### config.mk
export PLATFORM = sky130hd
export DESIGN_NAME = ternary_sram_fetch_engine
export DESIGN_NICKNAME = d
export VERILOG_FILES = /design/src/rtl/ternary_fabric_pkg.sv /design/src/rtl/tsf_skid_fifo.sv /design/src/rtl/ternary_sram_fetch_engine.sv
export SDC_FILE = /design/constraint.sdc
export NUM_CORES = 1
export LEC_CHECK = 0
export BUFFER_PORTS_ARGS = -buffer_cell sky130_fd_sc_hd__buf_2
export CORE_MARGIN = 3
export CORE_UTILIZATION = 50
export CTS_CLUSTER_SIZE = 12
export DETAILED_ROUTE_END_ITERATION = 16
export PLACE_DENSITY = 0.9
export SLEW_MARGIN = 20
export SYNTH_ARGS = -nofsm -noshare
export SYNTH_HDL_FRONTEND = slang
export SYNTH_SLANG_ARGS = --single-unit
export TNS_END_PERCENT = 5
### constraint.sdc
create_clock -name clk -period 2.95 [get_ports clk]
set_input_delay 0 -clock clk [delete_from_list [all_inputs] [get_ports clk]]
set_output_delay 0 -clock clk [all_outputs]
set_load 0.01 [all_outputs]
### src/rtl/ternary_fabric_pkg.sv
// Shared ternary-fabric definitions: fetch FSM encoding and default SRAM geometry.
package ternary_fabric_pkg;

    localparam int TSF_ADDR_WIDTH = 12;
    localparam int TRIT_BITS      = 2;
    localparam int TSF_DATA_WIDTH = 12 * TRIT_BITS;

    typedef enum logic [1:0] {
        ST_IDLE  = 2'd0,
        ST_FETCH = 2'd1,
        ST_DRAIN = 2'd2,
        ST_DONE  = 2'd3
    } tsf_state_e;

endpackage

### src/rtl/tsf_skid_fifo.sv
// Two-entry synchronous FIFO holding returned {weight, input, last} beats for the fetch engine.
module tsf_skid_fifo
    import ternary_fabric_pkg::*;
#(
    parameter int WIDTH = 2 * TSF_DATA_WIDTH + 1
) (
    input  logic             clk,
    input  logic             rst,
    input  logic             push,
    input  logic [WIDTH-1:0] din,
    input  logic             pop,
    output logic [WIDTH-1:0] dout,
    output logic             valid,
    output logic [1:0]       count
);

    logic [WIDTH-1:0] mem_q [2];
    logic             wr_ptr_q, wr_ptr_d;
    logic             rd_ptr_q, rd_ptr_d;
    logic [1:0]       count_q, count_d;

    always_comb begin
        wr_ptr_d = wr_ptr_q ^ push;
        rd_ptr_d = rd_ptr_q ^ pop;
        count_d  = count_q;
        case ({push, pop})
            2'b10:   count_d = count_q + 2'd1;
            2'b01:   count_d = count_q - 2'd1;
            default: count_d = count_q;
        endcase
    end

    always_ff @(posedge clk) begin
        if (rst) begin
            wr_ptr_q <= 1'b0;
            rd_ptr_q <= 1'b0;
            count_q  <= 2'd0;
        end else begin
            wr_ptr_q <= wr_ptr_d;
            rd_ptr_q <= rd_ptr_d;
            count_q  <= count_d;
        end
    end

    // Storage is data only; occupancy is tracked by the pointers and count.
    always_ff @(posedge clk) begin
        if (push) begin
            mem_q[wr_ptr_q] <= din;
        end
    end

    assign dout  = mem_q[rd_ptr_q];
    assign valid = (count_q != 2'd0);
    assign count = count_q;

endmodule

### src/rtl/ternary_sram_fetch_engine.sv
// Dual-bank ternary SRAM read initiator streaming {weight,input} pairs with backpressure.
// Optional stall counter enabled by defining TSF_FETCH_PERF_EN.
module ternary_sram_fetch_engine
    import ternary_fabric_pkg::*;
#(
    parameter int ADDR_WIDTH = TSF_ADDR_WIDTH,
    parameter int DATA_WIDTH = TSF_DATA_WIDTH,
    parameter int LEN_WIDTH  = ADDR_WIDTH + 1
) (
    input  logic                  clk,
    input  logic                  rst,
    input  logic                  start,
    input  logic [ADDR_WIDTH-1:0] base_a,
    input  logic [ADDR_WIDTH-1:0] base_b,
    input  logic [LEN_WIDTH-1:0]  len,
    output logic                  busy,
    output logic                  done,
    output logic                  sram_en_a,
    output logic [ADDR_WIDTH-1:0] sram_addr_a,
    output logic                  sram_we_a,
    output logic [DATA_WIDTH-1:0] sram_din_a,
    input  logic [DATA_WIDTH-1:0] sram_dout_a,
    output logic                  sram_en_b,
    output logic [ADDR_WIDTH-1:0] sram_addr_b,
    output logic                  sram_we_b,
    output logic [DATA_WIDTH-1:0] sram_din_b,
    input  logic [DATA_WIDTH-1:0] sram_dout_b,
    output logic                  m_valid,
    input  logic                  m_ready,
    output logic [DATA_WIDTH-1:0] m_weight,
    output logic [DATA_WIDTH-1:0] m_input,
    output logic                  m_last,
    output logic [31:0]           stall_cycles
);

    localparam int FIFO_W = 2 * DATA_WIDTH + 1;

    tsf_state_e            state_q, state_d;
    logic [ADDR_WIDTH-1:0] addr_a_q, addr_a_d;
    logic [ADDR_WIDTH-1:0] addr_b_q, addr_b_d;
    logic [LEN_WIDTH-1:0]  len_q, len_d;
    logic [LEN_WIDTH-1:0]  issued_q, issued_d;
    logic                  inflight_q, inflight_d;
    logic                  inflight_last_q, inflight_last_d;
    logic                  busy_q, busy_d;
    logic                  done_q, done_d;

    logic                  fifo_valid;
    logic [1:0]            fifo_count;
    logic [FIFO_W-1:0]     fifo_dout;
    logic                  pop;
    logic                  issue;
    logic [2:0]            occupancy;

    tsf_skid_fifo #(
        .WIDTH (FIFO_W)
    ) u_fifo (
        .clk   (clk),
        .rst   (rst),
        .push  (inflight_q),
        .din   ({sram_dout_a, sram_dout_b, inflight_last_q}),
        .pop   (pop),
        .dout  (fifo_dout),
        .valid (fifo_valid),
        .count (fifo_count)
    );

    always_comb begin
        pop       = fifo_valid & m_ready;
        // Slots committed after this cycle's pop; a new read may only be issued into a free slot.
        occupancy = {1'b0, fifo_count} + {2'b00, inflight_q} - {2'b00, pop};
        issue     = (state_q == ST_FETCH) && (issued_q != len_q) && (occupancy < 3'd2);

        state_d  = state_q;
        addr_a_d = addr_a_q;
        addr_b_d = addr_b_q;
        len_d    = len_q;
        issued_d = issued_q;

        case (state_q)
            ST_IDLE: begin
                if (start) begin
                    if (len == '0) begin
                        state_d = ST_DONE;
                    end else begin
                        state_d  = ST_FETCH;
                        addr_a_d = base_a;
                        addr_b_d = base_b;
                        len_d    = len;
                        issued_d = '0;
                    end
                end
            end
            ST_FETCH: begin
                if (issue) begin
                    addr_a_d = addr_a_q + ADDR_WIDTH'(1);
                    addr_b_d = addr_b_q + ADDR_WIDTH'(1);
                    issued_d = issued_q + LEN_WIDTH'(1);
                end
                if (issued_q == len_q) begin
                    state_d = ST_DRAIN;
                end
            end
            ST_DRAIN: begin
                if (pop && fifo_dout[0]) begin
                    state_d = ST_DONE;
                end
            end
            ST_DONE: state_d = ST_IDLE;
            default: state_d = ST_IDLE;
        endcase

        inflight_d      = issue;
        inflight_last_d = issue && (issued_q == len_q - LEN_WIDTH'(1));
        busy_d          = (state_d == ST_FETCH) || (state_d == ST_DRAIN);
        done_d          = (state_d == ST_DONE);
    end

    always_ff @(posedge clk) begin
        if (rst) begin
            state_q         <= ST_IDLE;
            addr_a_q        <= '0;
            addr_b_q        <= '0;
            len_q           <= '0;
            issued_q        <= '0;
            inflight_q      <= 1'b0;
            inflight_last_q <= 1'b0;
            busy_q          <= 1'b0;
            done_q          <= 1'b0;
        end else begin
            state_q         <= state_d;
            addr_a_q        <= addr_a_d;
            addr_b_q        <= addr_b_d;
            len_q           <= len_d;
            issued_q        <= issued_d;
            inflight_q      <= inflight_d;
            inflight_last_q <= inflight_last_d;
            busy_q          <= busy_d;
            done_q          <= done_d;
        end
    end

    assign busy        = busy_q;
    assign done        = done_q;
    assign sram_en_a   = issue;
    assign sram_en_b   = issue;
    assign sram_addr_a = addr_a_q;
    assign sram_addr_b = addr_b_q;
    assign sram_we_a   = 1'b0;
    assign sram_we_b   = 1'b0;
    assign sram_din_a  = '0;
    assign sram_din_b  = '0;

    // Data is gated by valid so an empty FIFO presents zeros rather than stale words.
    assign m_valid  = fifo_valid;
    assign m_weight = fifo_valid ? fifo_dout[DATA_WIDTH+1 +: DATA_WIDTH] : '0;
    assign m_input  = fifo_valid ? fifo_dout[1 +: DATA_WIDTH] : '0;
    assign m_last   = fifo_valid & fifo_dout[0];

`ifdef TSF_FETCH_PERF_EN
    logic [31:0] stall_q, stall_d;

    function automatic logic [31:0] sat_inc32(input logic [31:0] v);
        return (v == 32'hFFFF_FFFF) ? v : v + 32'd1;
    endfunction

    always_comb begin
        stall_d = stall_q;
        if ((state_q == ST_IDLE) && start) begin
            stall_d = '0;
        end else if (fifo_valid && !m_ready) begin
            stall_d = sat_inc32(stall_q);
        end
    end

    always_ff @(posedge clk) begin
        if (rst) begin
            stall_q <= '0;
        end else begin
            stall_q <= stall_d;
        end
    end

    assign stall_cycles = stall_q;
`else
    assign stall_cycles = '0;
`endif

endmodule

==> flow_summary.yaml <==
outcome:
  outcome: "complete, no violations"
timing:
  whs_ns: 0.01691
  relSlewSlack: 0.4418
  fmax_mhz: 367.6
  min_period_ns: 2.720
  worstMarginPinSlew_ns: 0.8374
  rsz0062_at_grt: "no"
  skew_ns: 0.01164
  hold_viol: 0
  fin_setup_tns_ns: 0
  setup_viol: 0
  period_share: 0.9220
  drv_slew: 0
  setup_slack_ns: 0.2300
drt:
  wl_per_cell_um: 17.40
  post-route-drc-count: 0
  viasPerCell: 5.407
  vias: 6569
  dr.pass1.iters: 6
  drtIter0Drc: 619
  drt_wl_total_um: 21150
  final_antenna_net_count: 0
floorplan:
  die_h_um: 131.8
  initial_core_util: 0.5164
  fp.dieW_um: 131.8
  rows: 45
  pin_count: 249
  die_area_um2: 17360
  core_um2: 15310
setup_path:
  rr_startpoint: "issued_q[2]$_SDFFE_PP0P_"
  endpoint_kind: "output pin"
  crit_path_start_kind: "flip-flop"
  r2r_cells: 7
  cp_max_fo: 13
  rrSetupSlack_ns: 0.27
  arrival_ns: 2.72
  timing_worst_setup_path_type: "reg2out"
  r2r_end: "sram_addr_b[5]$_SDFFE_PP0P_"
  required_ns: 2.95
finish:
  final_nets: 1088
  layout_commonest_cell: "buf_2"
  postLayoutCellArea_um2: 10060
  layout_common_cells: "buf_2, edfxtp_1, nor2_1"
  fillers: 1089
  syn_to_final_growth_pct: 27.24
  drive_gt1_frac: 0.2261
  num_antenna_cells: 0
clocking:
  cts_max_level: 4
  post-cts-setup-buffer-count: 0
  cts.sinks: 158
  cts_tree: "done"
  clockBufferDepth: 2
  cts_root_buf: "clkbuf_16"
  clk_latency_ns: 0.43
  clk_pin_slew_ns: 0.06
  numCtsBuffers: 17
flow_run:
  max_cap_viol_count: 0
synth:
  syn_inst: 754
  synth_ff_type: "edfxtp_1"
  seq_area_frac_synth: 0.5240
  synth_edf_count: 98
  syn-cell-area_um2: 7909
  yosysWarnings: 0
  ys_ff_latch: 158
  synth_area_per_cell_um2: 10.49
  ys_types: 55
  async_reset_ff_frac: 0
power:
  power_density_nw_per_um2: 581.8
  seqPwrFrac: 0.444
  intPower_mw: 4.178
  swShare: 0.2865
  p_switching_mw: 1.678
  power_mw: 5.855
  p_leak_nw: 4.037
  clkPwrFrac: 0.380
  pwr-share-comb: 0.176
  irDropWorstVdd_mv: 0.3762
global_routing:
  grt.total_usage: 0.2364
  grt-ovfl-total: 0
  antenna_found_initial: 0
  grt_pass1_wl_um: 33550
  grt_max_degree: 51
  grt_pass1_vias: 6438
placement:
  globalplace.congestion: 0.9350
  port_buffers: 166
  placed_cell_area_um2: 8685
  place_ws_ns: 0.3186
  dp_hpwl_um: 12920
worst_hold_path:
  hp-class: "in2reg"
  holdPathEnd: "sram_addr_b[8]$_SDFFE_PP0P_"
  holdCritStartpoint: "base_b[8]"
  min_path_cells: 4
==> synth_stat cells, types with 7 or more instances <==
| cell type | count | area share |
|---|---|---|
| clkbuf_1 | 32 | 0.015 |
| nand3_1 | 22 | 0.014 |
| o31ai_1 | 10 | 0.0095 |
| edfxtp_1 | 98 | 0.37 |
| a22oi_1 | 10 | 0.0095 |
| ha_1 | 7 | 0.011 |
| inv_1 | 12 | 0.0057 |
| a211oi_1 | 10 | 0.0095 |
| xor2_1 | 10 | 0.011 |
| nand2_1 | 49 | 0.023 |
| nor2b_1 | 11 | 0.0087 |
| mux2i_1 | 49 | 0.062 |
| buf_4 | 84 | 0.080 |
| a21oi_1 | 45 | 0.028 |
| nor2_1 | 84 | 0.040 |
| and3_1 | 11 | 0.0087 |
| nor3_1 | 14 | 0.0089 |
| dfxtp_1 | 60 | 0.15 |
| o21ai_0 | 12 | 0.0076 |
| xnor2_1 | 22 | 0.024 |
| o32ai_1 | 7 | 0.0078 |
| nand4_1 | 7 | 0.0055 |
==> power groups by stage <==
stage	clock (mW)	sequential, mW	combinational (mW)
floorplan	0	2.63	0.678
global placement	0	2.63	0.891
detailed placement	0	2.64	0.913
CTS	2.24	2.59	1.00
global route	2.35	2.61	1.12
finish	2.23	2.60	1.03
==> worst max path at each step <==
stage | startpoint | end | depth (start not counted)
after floorplan | u_fifo.count[1]$_SDFFE_PP0P_ | issued_q[7]$_SDFFE_PP0P_ | 10
after global placement | u_fifo.count[0]$_SDFFE_PP0P_ | sram_addr_b[5]$_SDFFE_PP0P_ | 11
after detailed placement | issued_q[2]$_SDFFE_PP0P_ | sram_addr_b[5]$_SDFFE_PP0P_ | 7
after CTS | u_fifo.count[0]$_SDFFE_PP0P_ | sram_en_b | 11
after global routing | u_fifo.count[0]$_SDFFE_PP0P_ | sram_addr_a[7]$_SDFFE_PP0P_ | 12
final | u_fifo.count[0]$_SDFFE_PP0P_ | sram_en_b | 11
==> routing by layer <==
layer	vias up	routed length, um	GRT usage
met5	-	0	0
met4	0	361	0.07410
met3	39	1707	0.05611
met1	3117	8542	0.2969
met2	372	10530	0.4066
li1	3041	-	-
==> sequential cells by signal (all words and copies together), names as in the netlist <==
signal and count:
len_q 13, sram_addr_b 12, u_fifo.mem_q 98, inflight_last_q 1, issued_q 13, busy 1
u_fifo.count 2, inflight_q 1, u_fifo.rd_ptr_q 1, sram_addr_a 12, u_fifo.wr_ptr_q 1, done 1
state_q 2
==> kinds of logic (layout without fill, tap and decap cells) <==
logic type                 after synthesis  after routing  synth area share
adders and majority gates                8              8           0.01361
DFF                                    158            158            0.5240
and+or+nand+nor                        233            233            0.1419
xor gates and xnor gates                33             33           0.03749
other                                    1             82         0.0004742
AOI/OAI and AO/OA                      132            132            0.1117
muxes                                   49             49           0.06202
buffers and inverters                  140            309            0.1088
==> metrics by stage <==
| step | instances | util |
|---|---|---|
| after floorplan | 835 | - |
| after global placement | 1105 | 0.5671 |
| after detailed placement | 1105 | 0.5671 |
| after CTS | 1215 | 0.6571 |
| after global routing | 1215 | 0.6571 |
| final | 1215 | 0.6571 |
==> repair_timing <==
item / in CTS / in global routing
resized for setup: 0 / 0
hold buffers: 78 / 0
endpoints found under the hold margin: 126 / 0
==> worst max-delay path: stages, from the launching register on <==
cell     delay, ns
dfxtp_1       0.35
inv_1         0.08
and3_1        0.20
a21o_1        0.13
nand2_1       0.07
fa_1          0.39
xnor2_1       0.18
and3_1        0.24
o21ai_4       0.14
inv_2         0.15
buf_4         0.21
buf_2         0.16
==> layout make-up <==
type | count | area [um^2] | area share
clock buffers | 17 | 425.4 | 0.04227
flip-flops and latches | 158 | 4145 | 0.4119
clock inverters | 15 | 172.7 | 0.01716
inverters | 13 | 48.80 | 0.004849
well taps | 211 | 264.0 | 0.02623
multi-input cells | 537 | 3221 | 0.3200
repair buffers | 264 | 1787 | 0.1775
(Power assumes the default switching activity.)
